**config.mk**
```make
export PLATFORM = sky130hd
export DESIGN_NAME = accel_mem_port
export DESIGN_NICKNAME = d
export VERILOG_FILES = /design/src/rtl/accel_mem_port.sv
export SDC_FILE = /design/constraint.sdc
export NUM_CORES = 1
export LEC_CHECK = 0
export ABC_AREA = 1
export BUFFER_PORTS_ARGS = -buffer_cell sky130_fd_sc_hd__buf_2
export CORE_AREA = 2 2 451 453
export DETAILED_ROUTE_END_ITERATION = 16
export DIE_AREA = 0 0 453 455
export PLACE_DENSITY_LB_ADDON = 0.05
export RECOVER_POWER = 50
export REMOVE_ABC_BUFFERS = 1
export SETUP_SLACK_MARGIN = 0.2
export SYNTH_ARGS = -nofsm -noshare
export SYNTH_HDL_FRONTEND = slang
export SYNTH_SLANG_ARGS = --single-unit
```
**constraint.sdc**
```tcl
create_clock -name clk -period 10.1 [get_ports clk]
set_input_delay 2.02 -clock clk [delete_from_list [all_inputs] [get_ports clk]]
set_output_delay 2.02 -clock clk [all_outputs]
set_load 0.05 [all_outputs]
```
**src/rtl/accel_mem_port.sv**
```systemverilog
// Accelerator-side memory initiator: queues read/write requests and replays them
// on the shared memory's accelerator port, retrying each head until the CPU yields.
module accel_mem_port #(
    parameter int FIFO_DEPTH   = 4,
    parameter int ADDR_W       = 16,
    parameter int DATA_W       = 32,
    parameter int LINE_W       = 512,
    parameter int STARVE_LIMIT = 16
) (
    input  logic                          clk,
    input  logic                          rst_n,
    input  logic                          req_valid,
    output logic                          req_ready,
    input  logic                          req_we,
    input  logic [ADDR_W-1:0]             req_addr,
    input  logic [DATA_W-1:0]             req_wdata,
    input  logic                          cpu_busy,
    output logic [ADDR_W-1:0]             mem_addr,
    output logic [DATA_W-1:0]             mem_wrt_data,
    output logic                          mem_wrt_en,
    output logic                          mem_rd_en,
    input  logic [LINE_W-1:0]             mem_rd_data,
    output logic                          rsp_valid,
    output logic [LINE_W-1:0]             rsp_rdata,
    output logic [ADDR_W-1:0]             rsp_addr,
    output logic [$clog2(FIFO_DEPTH):0]   fifo_count,
    output logic                          starve
);

    localparam int PTR_W = $clog2(FIFO_DEPTH);
    localparam int CNT_W = PTR_W + 1;

    typedef struct packed {
        logic              we;
        logic [ADDR_W-1:0] addr;
        logic [DATA_W-1:0] wdata;
    } req_t;

    req_t              fifo_mem [FIFO_DEPTH];
    req_t              head;
    logic [PTR_W-1:0]  wr_ptr;
    logic [PTR_W-1:0]  rd_ptr;
    logic              nonempty;
    logic              full;
    logic              push;
    logic              grant;
    logic              stall;
    logic [7:0]        stall_cnt;
    logic [7:0]        stall_cnt_nxt;
    logic              rd_vld;
    logic [ADDR_W-1:0] rd_addr;

    // IDLE/ISSUE/STALL are fully implied by occupancy and cpu_busy, so no
    // separate state register is kept: stall = STALL, grant = ISSUE.
    assign head      = fifo_mem[rd_ptr];
    assign nonempty  = (fifo_count != '0);
    assign full      = (fifo_count == CNT_W'(FIFO_DEPTH));
    assign req_ready = !full;
    assign push      = req_valid && req_ready;
    assign grant     = nonempty && !cpu_busy;
    assign stall     = nonempty && cpu_busy;

    assign mem_addr     = head.addr;
    assign mem_wrt_data = head.wdata;
    assign mem_wrt_en   = nonempty && head.we;
    assign mem_rd_en    = nonempty && !head.we;

    always_ff @(posedge clk) begin
        if (push)
            fifo_mem[wr_ptr] <= '{we: req_we, addr: req_addr, wdata: req_wdata};
    end

    always_ff @(posedge clk or negedge rst_n) begin
        if (!rst_n) begin
            wr_ptr     <= '0;
            rd_ptr     <= '0;
            fifo_count <= '0;
        end else begin
            if (push)
                wr_ptr <= wr_ptr + PTR_W'(1);
            if (grant)
                rd_ptr <= rd_ptr + PTR_W'(1);
            case ({push, grant})
                2'b10:   fifo_count <= fifo_count + CNT_W'(1);
                2'b01:   fifo_count <= fifo_count - CNT_W'(1);
                default: fifo_count <= fifo_count;
            endcase
        end
    end

    // starve looks at the updated count so it rises on the cycle after the
    // STARVE_LIMIT-th stall and drops on the cycle after a grant.
    always_comb begin
        stall_cnt_nxt = stall_cnt;
        if (grant || !nonempty)
            stall_cnt_nxt = '0;
        else if (stall && stall_cnt != 8'hFF)
            stall_cnt_nxt = stall_cnt + 8'd1;
    end

    always_ff @(posedge clk or negedge rst_n) begin
        if (!rst_n) begin
            stall_cnt <= '0;
            starve    <= 1'b0;
        end else begin
            stall_cnt <= stall_cnt_nxt;
            starve    <= (stall_cnt_nxt >= 8'(STARVE_LIMIT));
        end
    end

    // Stage 1 marks a read granted last cycle; its line is on mem_rd_data now.
    always_ff @(posedge clk or negedge rst_n) begin
        if (!rst_n) begin
            rd_vld    <= 1'b0;
            rd_addr   <= '0;
            rsp_valid <= 1'b0;
            rsp_rdata <= '0;
            rsp_addr  <= '0;
        end else begin
            rd_vld    <= grant && !head.we;
            rd_addr   <= head.addr;
            rsp_valid <= rd_vld;
            if (rd_vld) begin
                rsp_rdata <= mem_rd_data;
                rsp_addr  <= rd_addr;
            end
        end
    end

endmodule

```
==> results of run 1 <==
==> final timing paths <==
check	endpoint	slack [ns]
max	mem_addr[14]	3.47
min	rsp_addr[1]	0.47
max reg2reg	rsp_rdata[238]	4.45
min reg2reg	rsp_addr[1]	0.47
max in group asynchronous	rsp_rdata[170]	3.96
min in group asynchronous	rsp_rdata[289]	2.84
==> logic make-up after synthesis <==
logic type | Yosys count
mux | 528
fa+ha+maj | 7
xor+xnor | 4
buf+inv | 114
flops | 758
simple gates | 147
compound gates | 162
==> routing by layer <==
| metal | share of wire | up-vias | GRT usage |
|---|---|---|---|
| li1 | - | 8580 | - |
| met2 | 0.55 | 764 | 0.2539 |
| met1 | 0.34 | 10073 | 0.1321 |
| met4 | 0.029 | 48 | 0.03500 |
| met3 | 0.070 | 329 | 0.04366 |
| met5 | 0.0022 | - | 0 |
==> cells in the mapped netlist <==
library cell               instances
sky130_fd_sc_hd__dfrtp_1         562
sky130_fd_sc_hd__mux2_2          527
sky130_fd_sc_hd__edfxtp_1        196
sky130_fd_sc_hd__nor2_1          115
sky130_fd_sc_hd__o21ai_0         104
sky130_fd_sc_hd__buf_6            59
sky130_fd_sc_hd__o22ai_1          49
sky130_fd_sc_hd__inv_1            21
sky130_fd_sc_hd__nand2_1          19
sky130_fd_sc_hd__clkbuf_1         16
sky130_fd_sc_hd__buf_2             9
sky130_fd_sc_hd__nand3_1           7
sky130_fd_sc_hd__a21oi_1           6
sky130_fd_sc_hd__ha_1              6
sky130_fd_sc_hd__buf_4             4
sky130_fd_sc_hd__xor2_1            3
sky130_fd_sc_hd__inv_2             2
sky130_fd_sc_hd__nor2_2            2
sky130_fd_sc_hd__a21oi_4           1
sky130_fd_sc_hd__a31oi_1           1
sky130_fd_sc_hd__and2_1            1
sky130_fd_sc_hd__buf_1             1
sky130_fd_sc_hd__clkbuf_2          1
sky130_fd_sc_hd__clkinv_1          1
sky130_fd_sc_hd__fa_1              1
sky130_fd_sc_hd__mux2_1            1
sky130_fd_sc_hd__nand2_2           1
sky130_fd_sc_hd__nand3_2           1
sky130_fd_sc_hd__nor3_1            1
sky130_fd_sc_hd__o21bai_1          1
sky130_fd_sc_hd__xnor2_1           1
==> flip-flops by register name (all words and copies together) (netlist names) <==
signal / flops
wr_ptr: 2
rd_vld: 1
starve: 1
rd_ptr: 2
rd_addr: 16
stall_cnt: 8
rsp_valid: 1
rsp_rdata: 512
fifo_mem: 196
fifo_count: 3
rsp_addr: 16
==> critical path, stage by stage (launching register included) <==
cell                         delay (ns)
sky130_fd_sc_hd__dfrtp_1           1.28
sky130_fd_sc_hd__clkinvlp_2        1.21
sky130_fd_sc_hd__buf_4             0.64
sky130_fd_sc_hd__o21ai_0           0.29
sky130_fd_sc_hd__o22ai_1           0.14
sky130_fd_sc_hd__buf_2             0.25
==> area by class of cell <==
type,instances,area [um^2]
well taps,2672,3343
inverters,24,91.34
flip-flops and latches,758,19950
clock buffers,156,3113
fillers,21915,161100
diodes,13,32.53
multi-input cells,848,7527
repair buffers,1168,5869
clock inverters,34,307.8
==> through the flow <==
step           cells  utilization  TNS (ns)  setup slack [ns]  hold slack (ns)
2_1_floorplan   1630            -  -1231.61            -2.330           0.4546
6_report        5673       0.1999         0             3.466           0.4732
3_5_place_dp    5470       0.1835         0             5.407           0.4611
5_1_grt         5665       0.1998         0             2.889           0.4944
4_1_cts         5660       0.2005         0             4.575           0.4749
3_3_place_gp    5470       0.1835         0             5.479           0.4616
==> placed cells by master, fill, tap and decap left out, types with 2 or more instances in the layout <==
cell,netlist,routed
sky130_fd_sc_hd__a21oi_1,6,7
sky130_fd_sc_hd__buf_12,0,4
sky130_fd_sc_hd__buf_2,9,1098
sky130_fd_sc_hd__buf_4,4,12
sky130_fd_sc_hd__bufinv_16,0,5
sky130_fd_sc_hd__clkbuf_1,16,78
sky130_fd_sc_hd__clkbuf_16,0,108
sky130_fd_sc_hd__clkbuf_8,0,23
sky130_fd_sc_hd__clkinv_1,1,14
sky130_fd_sc_hd__clkinv_2,0,8
sky130_fd_sc_hd__clkinvlp_4,0,3
sky130_fd_sc_hd__dfrtp_1,562,561
sky130_fd_sc_hd__diode_2,0,13
sky130_fd_sc_hd__edfxtp_1,196,196
sky130_fd_sc_hd__ha_1,6,6
sky130_fd_sc_hd__inv_1,21,21
sky130_fd_sc_hd__inv_4,0,2
sky130_fd_sc_hd__mux2_2,527,527
sky130_fd_sc_hd__nand2_1,19,20
sky130_fd_sc_hd__nand3_1,7,7
sky130_fd_sc_hd__nor2_1,115,115
sky130_fd_sc_hd__nor2_2,2,2
sky130_fd_sc_hd__o21ai_0,104,104
sky130_fd_sc_hd__o22ai_1,49,49
sky130_fd_sc_hd__xor2_1,3,3
==> impl.org, run 1 <==
** Min path
- In this run the worst hold path is classified as reg2reg.
- Min-Delay Startpoint :: rd_addr[1]
- Number of instances on the worst hold path :: 1

** Timing
- The worst pin sits at a relative slew slack of -1.944.
- Slew Viols, Final :: 467
- Final min period :: about 6.6 ns
- Final setup vio count :: 0
- Timing would allow up to 0.1507 GHz.
- Of the available clock period, the critical path in the final layout requires 0.6568.
- The final count of hold timing violations was 0.
- RSZ-0062 raised after global routing :: no
- Slew at the pin closest to its max-slew limit :: 4.416 ns
- Clock tree skew after final layout :: approximately 0.028 ns

** Drt
- Count of nets left with antenna violations after detail routing :: 0
- Number of search-and-repair iterations in the first detailed-routing pass :: 4
- Across all layers, the routed design uses roughly 20000 vias.
- Residual DRC count :: 0
- Routed len/inst :: roughly 25 um
- The detailed router finished its first iteration with slightly above 700 violations.
- Aggregate routed wire length :: around 140000 um
- Via/cell ratio :: 3.489

** Floorplan
- Floorplan Core Area :: between 200000 and 250000 um^2
- Number of placement rows :: 165
- From left edge to right edge, the die measures 453 um.
- During I/O placement, the number of pins put on the boundary was ~1100.
- The die covers a little over 200000 um^2.
- Starting utilization of the core area :: 0.1410
- The die is around 460 um tall.

** CTS
- Clock tree synthesis found a total of roughly 760 sinks.
- Buffers inserted during clock tree synthesis total between 100 and 150.
- Counting along the longest clock path gives a buffer depth of 3.
- Gates resized during post-CTS repair numbered 0.
- The clock reaches the later pin of the worst-skew pair after roughly 0.73 ns.
- TritonCTS built the clock tree.
- The H-tree was split into 3 levels.
- Setup fix buffers added after clock tree synthesis :: 0
- CTS root buffer :: sky130_fd_sc_hd__clkbuf_16
- Buffers inserted to repair hold after CTS numbered 0.
- After clock tree synthesis, the clock-pin slew on the worst setup and hold paths is roughly 0.060 ns.

** Global route
- The first global-routing pass estimated approximately 190000 um of wire.
- The via count of the first global-routing pass came to 20361.
- Maximum number of pins on one net before global-route repair :: approximately 150
- The number of antenna violations at the first check in global routing is about 110.
- GR Util All Layers :: 0.1311
- Global routing finished with a remaining overflow of 0.

** Finish
- Proportion of layout cells with a drive suffix above 1 :: 0.6024
- Final std cell area, no fill :: about 40000 um^2
- Net count reported at finish :: around 3500
- Compared with the post-synthesis result, the final layout area differs by 41.73%.

** Worst setup path
- Crit. Startpoint :: rd_ptr[0]
- Startpoint kind of the worst setup timing path :: flip-flop
- In this run the critical register-to-register path is launched from rd_vld.
- The critical path in this run is classified as reg2out.
- At the worst endpoint, the arrival time is 4.61 ns.
- At the worst endpoint, the required time is approximately 8.1 ns.
- Kind of capture point of the worst setup path :: primary output
- Along the worst path, the maximum fanout reaches 76.
- The number of cells on the worst reg-to-reg path is 3.

** Logic synthesis
- Warnings from Yosys :: 0
- Cell count after synthesis :: ~1700
- Xor and xnor area share after synthesis :: 0.001234
- Distinct cell type count after synthesis :: 31
- By area, the combinational part of the netlist is dominated by multiplexers.
- Most area-consuming cells after synthesis :: sky130_fd_sc_hd__dfrtp_1 (50%), sky130_fd_sc_hd__mux2_2 (21%), sky130_fd_sc_hd__edfxtp_1 (21%)
- Synth Register Bits :: 758
- Average size of a mapped cell :: 16.50 um^2
- Netlist Area Pre-Place :: ~28000 um^2
- Fraction of synthesized area in multiplexers :: 0.2094
- Share of synthesized area occupied by flip-flops and latches :: 0.7027
- The largest total area in the synthesized netlist belongs to sky130_fd_sc_hd__dfrtp_1.
- Of the total synthesized cell area, the portion taken by full adders, half adders and majority gates is 0.003350.
- Post-Synth Simple-Gate Area :: 0.02036
- The synthesized-area fraction occupied by ao, oa, aoi and oai cells came to 0.03125.
- Of the post-synthesis cell area, the dominant cell type holds 0.4954.

** Placement
- Placed cell areas :: around 37000 um^2
- Detailed placement ended at an HPWL of about 110000 um.
- The count of buffers added on input and output ports is 1148.
- GP Congestion :: just over 0.8

** Run status
- Outcome :: finished, violations left
- The checks that failed: capacitance limit, slew limit.

** Run
- The tool flagged a number of max-cap violations equal to 9.
Power of run 1 is left out: the tool's default activity adds up to more than one toggle a clock period on the data nets, which glitch-free logic cannot reach.
==> inputs of run 2 (changes only) <==
--- a/config.mk
+++ b/config.mk
@@ -7,9 +7,9 @@
 export LEC_CHECK = 0
 export ABC_AREA = 1
 export BUFFER_PORTS_ARGS = -buffer_cell sky130_fd_sc_hd__buf_2
-export CORE_AREA = 2 2 451 453
+export CORE_AREA = 2 2 443 445
 export DETAILED_ROUTE_END_ITERATION = 16
-export DIE_AREA = 0 0 453 455
+export DIE_AREA = 0 0 445 447
 export PLACE_DENSITY_LB_ADDON = 0.05
 export RECOVER_POWER = 50
 export REMOVE_ABC_BUFFERS = 1
==> constraint.sdc (replaced) <==
create_clock -name clk -period 6.24 [get_ports clk]
set_input_delay 1.248 -clock clk [delete_from_list [all_inputs] [get_ports clk]]
set_output_delay 1.248 -clock clk [all_outputs]
set_load 0.05 [all_outputs]
==> run 2 against run 1 <==
  * The run still ends with capacitance limit, slew limit left
  * Sequential share of layout area grew 0.26 points
  * Register-to-register slack got worse by 3.1 ns
  * Core utilization increased by 0.63 points
  * First-iteration DRC count is 0.28% lower
  * Clock skew decreased by 0.0012 ns
  * Global-route usage up 1.2 points
  * Cell count is 2.4% lower
==> impl.org, run 2 (synthesis gave the netlist of run 1 again) <==
** Finish
- The flip-flop count of the largest register after layout came to 512 (unchanged).
- Non-Filler Instances :: 5535 (-2.4%)
- Leaving out fill and tap cells, the most frequent cell in the layout is sky130_fd_sc_hd__buf_2.
- Most used cells in the layout excluding fill and tap cells :: sky130_fd_sc_hd__buf_2 (1098), sky130_fd_sc_hd__dfrtp_1 (560), sky130_fd_sc_hd__mux2_2 (527)
- Net count reported at finish :: 3473 (-0.086%)
- The proportion of layout cells with a drive suffix above 1 came to 0.6052 (+0.002818).
- Counting flops per register, the top entry is rsp_rdata.
- The largest registers in the layout are rsp_rdata x512, fifo_mem x196.
- Area grow syn2layout :: 41.02%
- Final std cell area, no fill :: 40030 um^2 (-0.50%)

** CTS
- The maximum clock path buffer count came to 3 (unchanged).
- CTS root buffer :: sky130_fd_sc_hd__clkbuf_16
- CTS tree :: yes
- The deepest level of the CTS H-tree came to 3 (unchanged).
- Skew-Pair Late Insertion Delay :: 0.72 ns (about the same)
- CTS clk-pin slew, worst paths :: 0.05 ns (about the same)
- The count of instances resized after the clock tree is built came to 0 (unchanged).
- Number of hold buffers added after cts :: 0 (unchanged)
- Setup fix buffers added after clock tree synthesis :: 0 (unchanged)
- The CTS buffer count came to 103 (-0.96%).
- Number of clock sinks :: 758 (unchanged)

** Placement
- Total placed cells including tap cells :: 5338 (-2.4%)
- The worst slack at placement is 2.280 ns (-3.127 ns).
- Placed cell areas :: 36780 um^2 (-0.41%)
- The HPWL reported at the end of detailed placement is 116600 um (+4.8%).
- GP Congestion :: 0.8067 (-1.1%)
- Buffers on Ports :: 1148 (unchanged)

** Timing
- The post-route worst setup slack came to 1.298 ns (-2.168 ns).
- Ratio of final minimum period to clock period :: 0.7919
- Setup repair after global routing left no endpoint under its margin.
- The final count of hold timing violations was 0 (unchanged).
- Clock tree skew after final layout :: 0.02688 ns (-0.001166 ns)
- The worst path needs roughly 5 ns of the cycle, external delays included.
- Final setup vio count :: 0 (unchanged)
- Slew margin rel. :: -1.849 (+0.09536)
- Static timing analysis puts the maximum clock frequency at between 0.2 and 0.25 GHz.
- Slew Viols, Final :: 468 (+0.21%)
- The transition time at the pin with the least slew margin is 4.273 ns (-0.1430 ns).

** Worst setup path
- The worst register-to-register path begins at rd_vld.
- The critical path data arrival time is 3.69 ns (-0.92 ns).
- Register-to-Register Setup Slack :: 1.37 ns (-3.08 ns)
- The largest fanout on the critical path was 78 (+2.6%).
- Data required time of the critical path :: 4.99 ns (-3.09 ns)
- STA classifies the critical path startpoint as a flip-flop.
- Worst Setup Path Type :: reg2out
- Kind of capture point of the worst setup path :: primary output
- Worst r2r path cells :: 2 (-1)
- In this run the critical register-to-register path is captured at rsp_rdata[27].

** Global route
- Number of global-route vias before repair :: 20687 (+1.6%)
- The overall routing resource usage was 0.1434 (+0.01232).
- The total congestion overflow was 0 (unchanged).
- Maximum number of pins on one net before global-route repair :: 154 (+3.4%)
- Number of antenna violations at the first check in global routing :: 122 (+7.0%)
- First-pass GRT wire length :: 193100 um (+4.2%)

** Run status
- The checks that failed: capacitance limit, slew limit.
- Outcome :: finished, violations left

** Drt
- Aggregate routed wire length :: 147700 um (+4.7%)
- The via count came to 19888 (+0.47%).
- Via/cell ratio :: 3.593 (+3.0%)
- The number of DRC violations after detailed-routing iteration 0 came to 722 (-0.28%).
- Routed len/inst :: 26.68 um (+7.3%)
- The detailed-route DRC error count was 0 (unchanged).
- The residual antenna-violating net count after detailed routing is 0 (unchanged).
- Number of search-and-repair iterations in the first detailed-routing pass :: 5 (+1)

** Min path
- Class of the worst hold path :: reg2reg
- Min-Delay Startpoint :: rd_addr[15]
- The cell depth of the worst hold path was 1 (unchanged).
- End point of the worst hold path :: rsp_addr[15]

** Floorplan
- The core box area was 194200 um^2 (-3.5%).
- Area of the die :: 198900 um^2 (-3.5%)
- Starting utilization of the core area :: 0.1462 (+0.005161)
- The number of placement rows is 162 (-1.8%).
- Width of the chip :: 445 um (-1.8%)
- Die Y :: 447 um (-1.8%)
- The number of top-level pins came to 1149 (unchanged).

** Run
- Max-capacitance violation count :: 8 (-1)
## run 2: worst max-delay path by stage
stage                   start             end
floorplan              rd_vld     rsp_addr[0]
global placement    rd_ptr[0]     mem_addr[5]
detailed placement  rd_ptr[0]     mem_addr[5]
CTS                 rd_ptr[0]     mem_addr[5]
global route            rst_n  rsp_rdata[358]
finish              rd_ptr[0]    mem_addr[13]
## run 2: worst max-delay path, cell delays in order, from the launching register on
cell                         delay [ns]
sky130_fd_sc_hd__dfrtp_4           0.76
sky130_fd_sc_hd__clkinvlp_2        0.74
sky130_fd_sc_hd__buf_4             0.56
sky130_fd_sc_hd__o21ai_0           0.34
sky130_fd_sc_hd__o22ai_1           0.15
sky130_fd_sc_hd__buf_2             0.26
## run 2: per-stage QoR
step           utilization  hold slack, ns  setup TNS, ns
6_report            0.2062          0.4756              0
5_1_grt             0.2061          0.4908              0
4_1_cts             0.2068          0.4107              0
3_5_place_dp        0.1894          0.4664              0
3_3_place_gp        0.1894          0.4632              0
2_1_floorplan            -          0.4546       -3273.55
## run 2: area by class of cell
class	count	area, um^2
Antenna cell	9	22.52
Timing Repair Buffer	1166	5883
Multi-Input combinational cell	848	7525
Tap cell	2542	3181
Sequential cell	758	19950
Fill cell	21038	154100
Clock inverter	34	324.1
Clock buffer	154	3052
Inverter	24	91.34
## run 2: routing by layer
| metal | global-route usage | part of all wire | up-vias |
|---|---|---|---|
| li1 | - | - | 8574 |
| met1 | 0.1436 | 0.35 | 10163 |
| met2 | 0.2817 | 0.55 | 765 |
| met3 | 0.04927 | 0.073 | 334 |
| met4 | 0.03002 | 0.025 | 52 |
| met5 | 0 | 0.0024 | - |
Power of run 2 is left out for the same reason.
==> inputs of run 3 (changes only) <==
--- a/config.mk
+++ b/config.mk
@@ -5,11 +5,11 @@
 export SDC_FILE = /design/constraint.sdc
 export NUM_CORES = 1
 export LEC_CHECK = 0
-export ABC_AREA = 1
+export ABC_AREA = 0
 export BUFFER_PORTS_ARGS = -buffer_cell sky130_fd_sc_hd__buf_2
-export CORE_AREA = 2 2 443 445
+export CORE_AREA = 2 2 452 454
 export DETAILED_ROUTE_END_ITERATION = 16
-export DIE_AREA = 0 0 445 447
+export DIE_AREA = 0 0 454 456
 export PLACE_DENSITY_LB_ADDON = 0.05
 export RECOVER_POWER = 50
 export REMOVE_ABC_BUFFERS = 1
==> constraint.sdc (replaced) <==
create_clock -name clk -period 4.7 [get_ports clk]
set_input_delay 0.94 -clock clk [delete_from_list [all_inputs] [get_ports clk]]
set_output_delay 0.94 -clock clk [all_outputs]
set_load 0.05 [all_outputs]
==> run 3 against run 2 <==
  * The flow still finishes with violations (capacitance limit, slew limit)
  * Hold slack got worse by 0.36 ns
  * Clock skew fell by 0.010 ns
  * Non-clock buffer count rose by 10
  * Critical path depth fell by 2
  * Largest cell class unchanged
==> impl.org, run 3 <==
** Worst setup path
- Data required time of the critical path :: 3.76 ns (-1.23 ns)
- Kind of capture point of the worst setup path :: primary output
- Worst Setup Path Type :: reg2out
- Worst-path maximum fanout :: 29 (-63%)
- Arrival @ worst endpoint :: 2.72 ns (-0.97 ns)
- The critical path starts at rd_ptr[0].
- The worst register-to-register path begins at rd_vld.
- STA classifies the critical path startpoint as a flip-flop.

** Placement
- The HPWL reported at the end of detailed placement was 109800 um (-5.8%).
- The final weighted congestion in routability-driven placement was 0.7937 (-1.6%).
- The number of buffers inserted by port buffering came to 1148 (unchanged).

** Global route
- The overall routing resource usage was 0.1298 (-0.01358).
- The number of antenna violations at the first check in global routing was 113 (-7.4%).
- The total congestion overflow is 0 (unchanged).
- Maximum number of pins on one net before global-route repair :: 118 (-23%)
- First-pass GRT wire length :: 183100 um (-5.2%)
- Number of global-route vias before repair :: 19497 (-5.8%)

** CTS
- CTS clk-pin slew, worst paths :: 0.06 ns (about the same)
- Skew-Pair Late Insertion Delay :: 0.72 ns (about the same)
- The maximum clock path buffer count was 3 (unchanged).
- Number of hold buffers added after cts :: 0 (unchanged)
- CTS placed an instance of sky130_fd_sc_hd__clkbuf_16 at the clock tree root.
- The clock sink count is 758 (unchanged).
- The deepest level of the CTS H-tree is 3 (unchanged).
- TritonCTS built the clock tree.
- The count of instances resized after the clock tree is built came to 0 (unchanged).
- Num CTS Buffers :: 104 (+0.97%)
- The number of buffers added for setup after CTS is 0 (unchanged).

** Logic synthesis
- The area fraction of the dominant cell type after synthesis is 0.5047 (+0.009298).
- The number of cells produced by synthesis came to 1477 (-14%).
- Leading register cell type out of synthesis :: sky130_fd_sc_hd__dfrtp_1
- The synthesized-area fraction occupied by ao, oa, aoi and oai cells was 0.002829 (-0.02842).
- Area leader, netlist :: sky130_fd_sc_hd__dfrtp_1
- Adder-cell share of the synthesized area :: 0.003413 (+0.00006287)
- Synth Register Bits :: 758 (unchanged)
- Most used standard cell by instance count after synthesis :: sky130_fd_sc_hd__dfrtp_1
- The mux contribution to synthesized area is 0.2537 (+0.04430).
- The number of enable-type register cells in the synthesized netlist came to 196 (unchanged).
- Average size of a mapped cell :: 18.87 um^2 (+14%)
- Post-Synth Simple-Gate Area :: 0.007229 (-0.01313)
- Netlist Area Pre-Place :: 27870 um^2 (-1.8%)
- Distinct cell type count after synthesis :: 36 (+16%)
- Most area-consuming cells after synthesis :: sky130_fd_sc_hd__dfrtp_1 (50%), sky130_fd_sc_hd__mux2_2 (21%), sky130_fd_sc_hd__edfxtp_1 (21%)
- The count of yosys warnings during synthesis is 0 (unchanged).
- Share of synthesized area occupied by flip-flops and latches :: 0.7159 (+0.01319)
- Xor and xnor area share after synthesis :: 0.002200 (+0.0009661)
- Counting instances in the post-synthesis netlist gives the leading cell types as sky130_fd_sc_hd__dfrtp_1 (562), sky130_fd_sc_hd__mux2_2 (529), sky130_fd_sc_hd__edfxtp_1 (196), sky130_fd_sc_hd__buf_2 (63), sky130_fd_sc_hd__mux4_2 (49).
- The fraction of registers with async set or reset after synthesis is 0.7414 (unchanged).
- Combinational family with the most area after synthesis :: multiplexers

** Min path
- Class of the worst hold path :: in2async

** Timing
- Final hold violation count :: 0 (unchanged)
- Setup repair after global routing left no endpoint under its margin.
- The number of failing setup endpoints in the final timing report is 0 (unchanged).
- The max-slew violation count was 682 (+46%).
- Slew margin rel. :: -1.132 (+0.7164)
- The clock skew after layout came to 0.01673 ns (-0.01015 ns).
- Slew at the pin closest to its max-slew limit :: 3.198 ns (-1.075 ns)
- Dividing the final minimum period by the clock period gives 0.7786.
- Worst hold slack across all endpoints :: 0.1181 ns (-0.3575 ns)
- For the finished layout, the period the worst path requires is 3.659 ns.
- Fmax :: ~0.27 GHz

** Run status
- The checks that failed: capacitance limit, slew limit.
- The flow ran to the end, but the final reports show violations.

** Finish
- The largest registers in the layout are rsp_rdata x512, fifo_mem x196.
- The flip-flop count of the largest register after layout was 512 (unchanged).
- The number of nets in the layout is 3260 (-6.1%).
- Fill count :: 21840 (+3.8%)
- Leaving out fill and tap cells, the most frequent cell in the layout is sky130_fd_sc_hd__buf_2.
- The register with the most flip-flops in the final layout is rsp_rdata.
- The area of the multi-input gates was 7482 um^2 (-0.57%).
- Proportion of layout cells with a drive suffix above 1 :: 0.6722 (+0.06697)
- Area grow syn2layout :: 44.46%
- Most used cells in the layout excluding fill and tap cells :: sky130_fd_sc_hd__buf_2 (1098), sky130_fd_sc_hd__dfrtp_1 (560), sky130_fd_sc_hd__mux2_2 (529)
- The register area was 19950 um^2 (unchanged).

** Floorplan
- Starting utilization of the core area :: 0.1382 (-0.008042)
- Die Y :: 456 um (+2.0%)
- The die extent in x is 454 um (+2.0%).
- The core box area came to 201700 um^2 (+3.9%).
- The number of placement rows was 165 (+1.9%).
- Area of the die :: 207000 um^2 (+4.1%)
- The number of top-level pins came to 1149 (unchanged).

** Drt
- The detailed-route vias per instance is 3.408 (-5.2%).
- Count of nets left with antenna violations after detail routing :: 0 (unchanged)
- The final wirelength came to 138400 um (-6.3%).
- Routed len/inst :: 25.31 um (-5.1%)
- The via count came to 18627 (-6.3%).
- The number of DRC violations after detailed-routing iteration 0 was 810 (+12%).
- The number of iterations in the first detailed-routing pass is 5 (unchanged).
- The detailed-route DRC error count came to 0 (unchanged).

** Power and ir drop
- Total power for the finished layout comes to around 39 mW.
- Worst IR drop on VDD :: 0.0003390 V
- In this run the power density over the cells is between 900 and 1000 nW/um^2.
- For this design the static power due to leakage is 17.24 nW.

** Run
- Max-capacitance violation count :: 13 (+5)
-- run 3: cell types whose count changed after synthesis, moves of 11 or more --
cell,previous run,this run
sky130_fd_sc_hd__nor2_1,115,8
sky130_fd_sc_hd__o21ai_0,104,3
sky130_fd_sc_hd__buf_6,59,0
sky130_fd_sc_hd__buf_2,9,63
sky130_fd_sc_hd__mux4_2,0,49
sky130_fd_sc_hd__o22ai_1,49,0
sky130_fd_sc_hd__clkbuf_1,16,1
sky130_fd_sc_hd__nand2_1,19,4
sky130_fd_sc_hd__inv_1,21,10
-- run 3: where the power goes --
part           switching, mW  total [mW]  leakage [nW]  internal [mW]
registers               1.43        11.1          8.42           9.66
clock network           3.17        8.02          1.70           4.85
logic                   14.5        19.6          7.12           5.11
-- run 3: path summary, 6_finish.rpt --
check | to | slack, ns | cells past startpoint
worst min register to register | rsp_addr[9] | 0.47 | 1
max in group asynchronous | rsp_rdata[119] | 1.08 | 2
worst min-delay path | rsp_rdata[381] | 0.12 | 1
min in group clk | rsp_rdata[232] | 0.43 | 2
worst max-delay path | mem_addr[12] | 1.04 | 3
worst max register to register | rsp_rdata[300] | 1.27 | 2
-- run 3: per-layer routing --
metal  wire length [um]  track usage
met5                251            0
met1              47770       0.1313
met2              76250       0.2511
met4               3687      0.02852
met3              10400      0.04494
-- run 3: kinds of logic (layout without fill, tap and decap cells) --
logic type                 after synthesis  count (layout)
AOI/OAI and AO/OA                       12              12
muxes                                  579             579
xor gates and xnor gates                 7               7
buffers and inverters                   81            1374
other                                    0              24
DFF                                    758             758
and+or+nand+nor                         33              33
adders and majority gates                7               7
-- run 3: layout make-up --
| type | instances | share of cell area |
|---|---|---|
| antenna | 24 | 0.001492 |
| clock buffer | 150 | 0.07575 |
| clock inverter | 38 | 0.009698 |
| inverter | 10 | 0.0009325 |
| multi-input combinational | 638 | 0.1859 |
| sequential | 758 | 0.4957 |
| tap | 2672 | 0.08305 |
| timing repair buffer | 1176 | 0.1475 |
-- run 3: worst max-delay path: stages, from the launching register on --
cell and delay, ns:
sky130_fd_sc_hd__dfrtp_4 0.74, sky130_fd_sc_hd__buf_12 0.34, sky130_fd_sc_hd__mux4_2 0.59, sky130_fd_sc_hd__buf_2 0.26
-- run 3: per-stage QoR --
step	std cells	worst slack (ns)	utilization	area (um^2)	TNS (ns)
5_1_grt	5448	0.4470	0.1994	40210	0
3_5_place_dp	5254	1.688	0.1832	36950	0
4_1_cts	5442	0.8344	0.2003	40390	0
3_3_place_gp	5254	1.702	0.1832	36950	0
6_report	5466	1.041	0.1996	40250	0
2_1_floorplan	1406	-7.729	-	27490	-4088.11
(Power assumes the default switching activity.)
